<file path="config.mk">
export PLATFORM = sky130hd
export DESIGN_NAME = branch_training_scheduler
export DESIGN_NICKNAME = d
export VERILOG_FILES = /design/src/rtl/branch_training_scheduler.sv
export SDC_FILE = /design/constraint.sdc
export NUM_CORES = 1
export LEC_CHECK = 0
export BUFFER_PORTS_ARGS = -buffer_cell sky130_fd_sc_hd__buf_2
export CELL_PAD_IN_SITES_DETAIL_PLACEMENT = 0
export CELL_PAD_IN_SITES_GLOBAL_PLACEMENT = 1
export CORE_ASPECT_RATIO = 0.8
export CORE_MARGIN = 2
export CORE_UTILIZATION = 35
export DETAILED_ROUTE_END_ITERATION = 16
export PLACE_DENSITY = 0.71
export RECOVER_POWER = 25
export SLEW_MARGIN = 20
export SYNTH_ARGS = -nofsm -noshare
export SYNTH_HDL_FRONTEND = slang
export SYNTH_SLANG_ARGS = --single-unit
</file>
<file path="constraint.sdc">
create_clock -name clk -period 11.83 [get_ports clk]
set_clock_uncertainty 0.2 [all_clocks]
set_input_delay 0.5915 -clock clk [delete_from_list [all_inputs] [get_ports clk]]
set_output_delay 0.5915 -clock clk [all_outputs]
set_load 0.05 [all_outputs]
</file>
<file path="src/rtl/branch_training_scheduler.sv">
// branch_training_scheduler: in-order in-flight branch queue that feeds the predictor
// training port one update per cycle. Optional stats counters under `BTS_STATS_EN.
module branch_training_scheduler #(
  parameter int DEPTH = 8,
  parameter int PCW   = 32,
  localparam int TW   = $clog2(DEPTH)
) (
  input  logic           clk,
  input  logic           reset,
  input  logic           predValid,
  input  logic [PCW-1:0] predPC,
  input  logic           predTaken,
  input  logic [2:0]     predType,
  output logic           predReady,
  output logic [TW-1:0]  predTag,
  input  logic           resValid,
  input  logic [TW-1:0]  resTag,
  input  logic           resTaken,
  output logic           trainValid,
  output logic [PCW-1:0] trainPC,
  output logic           trainTaken,
  output logic [2:0]     trainType,
  output logic           trainPredicted,
  output logic           mispredict,
  output logic [TW-1:0]  mispredictTag,
  output logic [TW:0]    occupancy,
  output logic [15:0]    statTrained,
  output logic [15:0]    statMispredicts
);

  localparam logic [TW:0] FULL_OCC = (TW+1)'(DEPTH);
  localparam logic [TW:0] PTR_ONE  = (TW+1)'(1);

  logic [DEPTH-1:0] valid_r, resolved_r, pred_r, act_r;
  logic [PCW-1:0]   pc_r [DEPTH];
  logic [2:0]       type_r [DEPTH];
  logic [TW:0]      head_r, tail_r;

  logic [DEPTH-1:0] valid_nxt_s, resolved_nxt_s, act_nxt_s;
  logic [TW:0]      head_nxt_s, tail_nxt_s, occ_s;
  logic [TW-1:0]    head_idx_s, tail_idx_s, mis_off_s;
  logic             full_s, res_acc_s, mis_s, alloc_s, train_s, head_act_s;

  assign head_idx_s = head_r[TW-1:0];
  assign tail_idx_s = tail_r[TW-1:0];
  assign occ_s      = tail_r - head_r;
  assign full_s     = (occ_s == FULL_OCC);
  assign res_acc_s  = resValid && valid_r[resTag] && !resolved_r[resTag];
  assign mis_s      = res_acc_s && (resTaken != pred_r[resTag]);
  assign mis_off_s  = resTag - head_idx_s;
  assign predReady  = !reset && !full_s && !mis_s;
  assign predTag    = tail_idx_s;
  assign alloc_s    = predValid && predReady;
  assign occupancy  = occ_s;

  // Queue next state: resolve, then train from the head (sees same-cycle resolve), then squash or allocate
  always_comb begin
    valid_nxt_s    = valid_r;
    resolved_nxt_s = resolved_r;
    act_nxt_s      = act_r;
    head_nxt_s     = head_r;
    tail_nxt_s     = tail_r;
    train_s        = 1'b0;
    head_act_s     = 1'b0;
    if (res_acc_s) begin
      resolved_nxt_s[resTag] = 1'b1;
      act_nxt_s[resTag]      = resTaken;
    end else begin
      resolved_nxt_s = resolved_r;
    end
    head_act_s = act_nxt_s[head_idx_s];
    if (valid_r[head_idx_s] && resolved_nxt_s[head_idx_s]) begin
      train_s                 = 1'b1;
      valid_nxt_s[head_idx_s] = 1'b0;
      head_nxt_s              = head_r + PTR_ONE;
    end else begin
      train_s = 1'b0;
    end
    // Squash is by age relative to the head, so the new tail keeps the head's wrap bit consistent
    if (mis_s) begin
      for (int i = 0; i < DEPTH; i++) begin
        if ((TW'(i) - head_idx_s) > mis_off_s) begin
          valid_nxt_s[i] = 1'b0;
        end else begin
          valid_nxt_s[i] = valid_nxt_s[i];
        end
      end
      tail_nxt_s = head_r + {1'b0, mis_off_s} + PTR_ONE;
    end else if (alloc_s) begin
      valid_nxt_s[tail_idx_s]    = 1'b1;
      resolved_nxt_s[tail_idx_s] = 1'b0;
      tail_nxt_s                 = tail_r + PTR_ONE;
    end else begin
      tail_nxt_s = tail_r;
    end
  end

  // Queue control state
  always_ff @(posedge clk) begin
    if (reset) begin
      valid_r    <= '0;
      resolved_r <= '0;
      act_r      <= '0;
      head_r     <= '0;
      tail_r     <= '0;
    end else begin
      valid_r    <= valid_nxt_s;
      resolved_r <= resolved_nxt_s;
      act_r      <= act_nxt_s;
      head_r     <= head_nxt_s;
      tail_r     <= tail_nxt_s;
    end
  end

  // Entry payload, written only on allocation
  always_ff @(posedge clk) begin
    if (alloc_s) begin
      pc_r[tail_idx_s]   <= predPC;
      type_r[tail_idx_s] <= predType;
      pred_r[tail_idx_s] <= predTaken;
    end
  end

  // Registered training and mispredict outputs
  always_ff @(posedge clk) begin
    if (reset) begin
      trainValid     <= 1'b0;
      trainPC        <= '0;
      trainTaken     <= 1'b0;
      trainType      <= 3'd0;
      trainPredicted <= 1'b0;
      mispredict     <= 1'b0;
      mispredictTag  <= '0;
    end else begin
      trainValid <= train_s;
      mispredict <= mis_s;
      if (train_s) begin
        trainPC        <= pc_r[head_idx_s];
        trainTaken     <= head_act_s;
        trainType      <= type_r[head_idx_s];
        trainPredicted <= pred_r[head_idx_s];
      end
      if (mis_s) begin
        mispredictTag <= resTag;
      end
    end
  end

`ifdef BTS_STATS_EN
  // Event counters, wrapping at 16 bits
  always_ff @(posedge clk) begin
    if (reset) begin
      statTrained     <= 16'd0;
      statMispredicts <= 16'd0;
    end else begin
      if (train_s) begin
        statTrained <= statTrained + 16'd1;
      end
      if (mis_s) begin
        statMispredicts <= statMispredicts + 16'd1;
      end
    end
  end
`else
  assign statTrained     = 16'd0;
  assign statMispredicts = 16'd0;
`endif

endmodule

</file>
**After elaboration in Yosys (flattened, before gate mapping)**

Memories as Yosys holds them, arrays and structs flattened. A register that Yosys moved wholly into a read port is not among the register bits.
Cells that the tools add are included.

- Bitwise logic cells: 6
- Magnitude comparators: 14
- Mux-type cells: 42
- Add/sub/neg operators: 14
- Equal/unequal tests: 2
- Reductions and logical operators: 15

Operators by type and width:

| operator | number |
|---|---|
| two-way mux 8 bit | 7 |
| > comparator 3 bit | 8 |
| binary-select mux 1 bit (select 3 bit) | 7 |
| two-way mux 1 bit | 21 |
| bitwise AND 8 bit | 2 |
| bitwise mux 8 bit | 2 |
| inverter 8 bit | 2 |
| OR 8 bit | 2 |
| adder 4 x 1 -> 4 bit (second input constant) | 3 |
| < comparator 3 x 4 -> 1 bit (second input constant) | 3 |
| subtractor 3 bit (first input constant) | 4 |
| logical AND 1 bit | 10 |
| demux 1 bit (select 3 bit) | 3 |
| greater-or-equal comparator 3 x 1 -> 1 bit (second input constant) | 3 |
| two-way mux 4 bit | 2 |
| subtractor 1 x 3 -> 3 bit (first input constant) | 2 |
| subtractor 2 x 3 -> 3 bit (first input constant) | 2 |
| adder 4 x 3 -> 4 bit | 1 |
| == test 4 bit (second input constant) | 1 |
| zero test 1 bit | 4 |
| subtractor 4 bit | 1 |
| subtractor 3 bit | 1 |
| nonzero test 2 bit | 1 |
| != test 1 bit | 1 |

- Memory bits (writable): 280
- Memories: 2
- Flip-flop bits (word level): 47
- Output and inout bits: 82
- Bits of input ports: 44

Memory list:

| name | words | width | read ports | clocked after Yosys merged registers in | wr ports | line | text |
|---|---|---|---|---|---|---|---|
| pc_r | 8 | 32 | 1 | 1 | 1 | 35 | `logic [PCW-1:0] pc_r [DEPTH];` |
| type_r | 8 | 3 | 1 | 1 | 1 | 36 | `logic [2:0] type_r [DEPTH];` |

**Logic depth before layout (Yosys ltp)**

- Depth after elaboration: 13
- Mapped depth: 12
- Mapped depth without buffers: 12

**Least setup slack after synthesis**

No wires, ideal clock.

- Path kind: register to register
- Start point: register head_r[2]
- End point: memory pc_r[0][0], enable pin
- Stages on the path, launching flop included: 12
- Setup time: 0.474 ns
- Path slack: 6.097 ns
- Path buffers: 4
- Arrival time: 5.059 ns
- Cells stage by stage: dfxtp_1 > clkbuf_1 > inv_1 > clkbuf_1 > clkbuf_1 > ha_1 > o21ai_0 > a21oi_1 > o311a_1 > clkbuf_1 > nand3_1 > nor3_1

- Word-level cells in the longest chain between the ends: 8

Ends and longest elaborated chain:

| element | line | text |
|---|---|---|
| from (decl) | 37 | `logic [TW:0] head_r, tail_r;` |
| from (signal assigned) | 110 | `head_r <= head_nxt_s;` |
| subtractor 4 bit | 46 | `assign occ_s = tail_r - head_r;` |
| == test 4 bit | 47 | `assign full_s = (occ_s == FULL_OCC);` |
| zero test 1 bit | 51 | `assign predReady = !reset && !full_s && !mis_s;` |
| logical AND 1 bit (2 in series) | 51 |  |
| logical AND 1 bit | 53 | `assign alloc_s = predValid && predReady;` |
| two-way mux 1 bit | 117 | `if (alloc_s) begin` |
| two-way mux 1 bit (not written as such) | 118 | `pc_r[tail_idx_s] <= predPC;` |
| to (decl) | 35 |  |

No other way between the ends.

**Worst setup path after layout**

- Start point: register head_r[1]
- End point: memory type_r[4][2], enable pin

- Word-level cells in the longest chain between the ends: 8

Ends and longest elaborated chain:

| element | line | text |
|---|---|---|
| subtractor 4 bit | 46 |  |
| == test 4 bit | 47 |  |
| zero test 1 bit | 51 |  |
| logical AND 1 bit (2 in series) | 51 |  |
| logical AND 1 bit | 53 |  |
| two-way mux 1 bit | 117 |  |
| two-way mux 1 bit (not written as such) | 119 | `type_r[tail_idx_s] <= predType;` |
| to (decl) | 36 |  |

No other way between the ends.

==> results.toml <==
[clock_network]
cts_buffers = 39
ctsResizeCount = 0
h-tree-depth = 2
holdBufCountCts = 0
root_buffer = "clkbuf_16"
clk_pin_slew_worst_paths_ns = 0.06
cts_setup_buffers = 0
cts.sinks = 362
clk_latency_ns = 0.52
tritoncts = "done"
clockBufferDepth = 3

[floorplanning]
boundaryPins = 126
die_w_um = 237
die_h_um = 190
start_util_pct = 35.3
num_rows = 68
core_um2 = 42900
die-area_um2 = 45000

[global_route]
grt.total_usage_pct = 14.9
grt_max_degree = 68
antenna_found_initial = 3
grt_pass1_vias = 8566
overflow = 0
grt_pass1_wl_mm = 51.5

[layout]
final_common_cell = "edfxtp_1"
final_area_um2 = 17300
ff_latch_area_um2 = 10100
drive_above_1_share_pct = 22.9
multi_input_area_um2 = 4540
final_nets = 1121
layout_common_cells = "edfxtp_1 (288), nand2_1 (89), mux4_2 (74)"
area.growth.synth_to_final_pct = 14.2
fillers = 3900

[timing]
holdWs_ns = 0.167
slew_headroom_pct = 36.4
maxSlewViolCount = 0
hold_violations = 0
max_freq_mhz = 229
setup_ws_ns = 7.46
grt_setup_unrepaired = "false"
final.setup.tns_ns = 0
worst_pin_slew_ns = 0.952
fin_crit_ns = 4.37
period_share_pct = 36.9
finalSetupViolations = 0

[yosys]
synth.avg_cell_area_um2 = 15.8
synth_top_area_share_pct = 57.1
muxShareOfSynthArea_pct = 12.5
synth.area.top_cells = "edfxtp_1 (57%), mux4_2 (11%), dfxtp_1 (9.8%)"
synth_area_leader_cell = "edfxtp_1"
seq_area_frac_synth_pct = 66.9
synth-seq-cells = 362
synth_xor_area_share_pct = 0.752
synth_edf_count = 288
yosys.area_share.simple_pct = 6.54
ys_async_sr_fraction_pct = 0
synthCells = 959
synth_top_family_by_area = "multiplexers"
synth_compound_area_share_pct = 6.26
synthAdderAreaFrac_pct = 2.71
syn_area_um2 = 15100
ys.flop_type = "edfxtp_1"
yosys_warnings = 0
synthDistinctLibCells = 67

[placed_design]
dp_hpwl_mm = 19.7
dpl_cell_area_um2 = 16000
dp_slack_ns = 7.36
portBuffers = 93
globalplace.congestion = 0.806

[power_and_ir_drop]
power_frac_seq_pct = 51.8
p_clk_share_pct = 42.7
power.leakage_nw = 5.82
max-vdd-ir-drop_uv = 120
combPwrFrac_pct = 5.5
power_density_nw_per_um2 = 157
swShare_pct = 22.0
switching_power_mw = 0.597
intPower_mw = 2.11

[drt]
wl_per_cell_um = 20.2
routed_wl_mm = 33.1
ant_nets = 0
drc = 0
first_iter_violations = 534
firstDrtPassIters = 4
vias = 8283
viasPerCell = 5.06

[setup_path]
ff2ff_path_depth = 9
arrival_ns = 4.31
cp-end-kind = "register"
worstPathMaxFanout = 44
critPathKind = "register to register"
cp_data_required_time_ns = 11.77
cp-start-kind = "register"

[hold_path]
holdPathStages = 1
hold_class = "input pin to register"

[outcome]
outcome = "finished clean"

[job]
cap_violations = 0
## cells in the mapped netlist, drive strengths merged (2+ instances only)
library cell	count
a211oi	8
a21o	3
or2	2
o21ai	4
inv	25
xor2	5
mux4	74
nor2b	6
nand3	14
a21oi	21
nand3b	2
o22ai	6
nand2	89
nor2	77
and2	4
nand2b	3
a221oi	3
dfxtp	74
a41o	2
buf	66
nand4	4
o2111ai	2
a31oi	9
ha	28
clkbuf	27
xnor2	8
nand4b	3
and3	7
fa	3
o21bai	2
o311ai	3
a22o	3
mux2	4
edfxtp	288
nor3	4
a311oi	37
and4	5
mux2i	18
## worst paths after layout
kind               startpoint          endpoint  slack [ns]
min reg2reg  mispredictTag[1]  mispredictTag[1]        0.27
min                predPC[15]       pc_r[6][15]        0.17
max                 head_r[1]      type_r[4][2]        7.46
max reg2reg         head_r[1]      type_r[4][2]        7.46
## state kept, by name (all words and copies together) (netlist names), 4 cells and up
| signal | cells |
|---|---|
| act_r | 8 |
| head_r | 4 |
| pc_r | 256 |
| pred_r | 8 |
| resolved_r | 8 |
| tail_r | 4 |
| trainPC | 32 |
| type_r | 24 |
| valid_r | 8 |
## power groups by stage
stage | Combinational (mW) | Sequential (mW) | Clock, mW
2_1_floorplan | 0.105 | 1.44 | 0
3_3_place_gp | 0.148 | 1.43 | 0
3_5_place_dp | 0.150 | 1.43 | 0
4_1_cts | 0.150 | 1.40 | 1.19
5_1_grt | 0.161 | 1.40 | 1.24
6_report | 0.148 | 1.40 | 1.16
## cells by family (layout without fill, tap and decap cells)
kind of cell             after synthesis  after routing
flip-flops                           362            362
AND/OR/NAND/NOR                      221            221
buffers and inverters                119            204
AO/OA/AOI/OAI                        116            116
multiplexers                          96             96
adder cells (fa/ha/maj)               31             31
XOR/XNOR                              13             13
other                                  1             33
## worst max-delay path, cell delays in order, from the launching register on
cell     delay (ns)
dfxtp_4        0.76
inv_1          0.47
ha_1           0.40
nor2b_1        0.13
o21ai_0        0.20
and3_1         0.24
o311a_1        0.36
nand3_1        0.46
nor2_4         0.20
buf_4          0.54
## through the flow
| step | std cells | power (mW) | util (%) |
|---|---|---|---|
| after floorplan | 990 | 1.54 | - |
| after global placement | 1563 | 1.58 | 37.4 |
| after detailed placement | 1563 | 1.58 | 37.4 |
| after CTS | 1633 | 2.74 | 40.3 |
| after global routing | 1636 | 2.81 | 40.3 |
| final | 1636 | 2.71 | 40.3 |
## cell type report
type | instances | area share, %
clock buffers | 57 | 6.44
clock inverters | 13 | 0.702
well taps | 560 | 4.05
multi-input cells | 509 | 26.3
flip-flops and latches | 362 | 58.6
inverters | 26 | 0.564
diodes | 1 | 0.0145
repair buffers | 108 | 3.35
## per-layer routing
metal | routed length (um) | global-route usage [%]
met3 | 1660 | 2.74
met4 | 408 | 3.19
met2 | 15100 | 23.4
met1 | 15900 | 21.5
met5 | 18 | 0
Power figures use the tool's default switching activity.
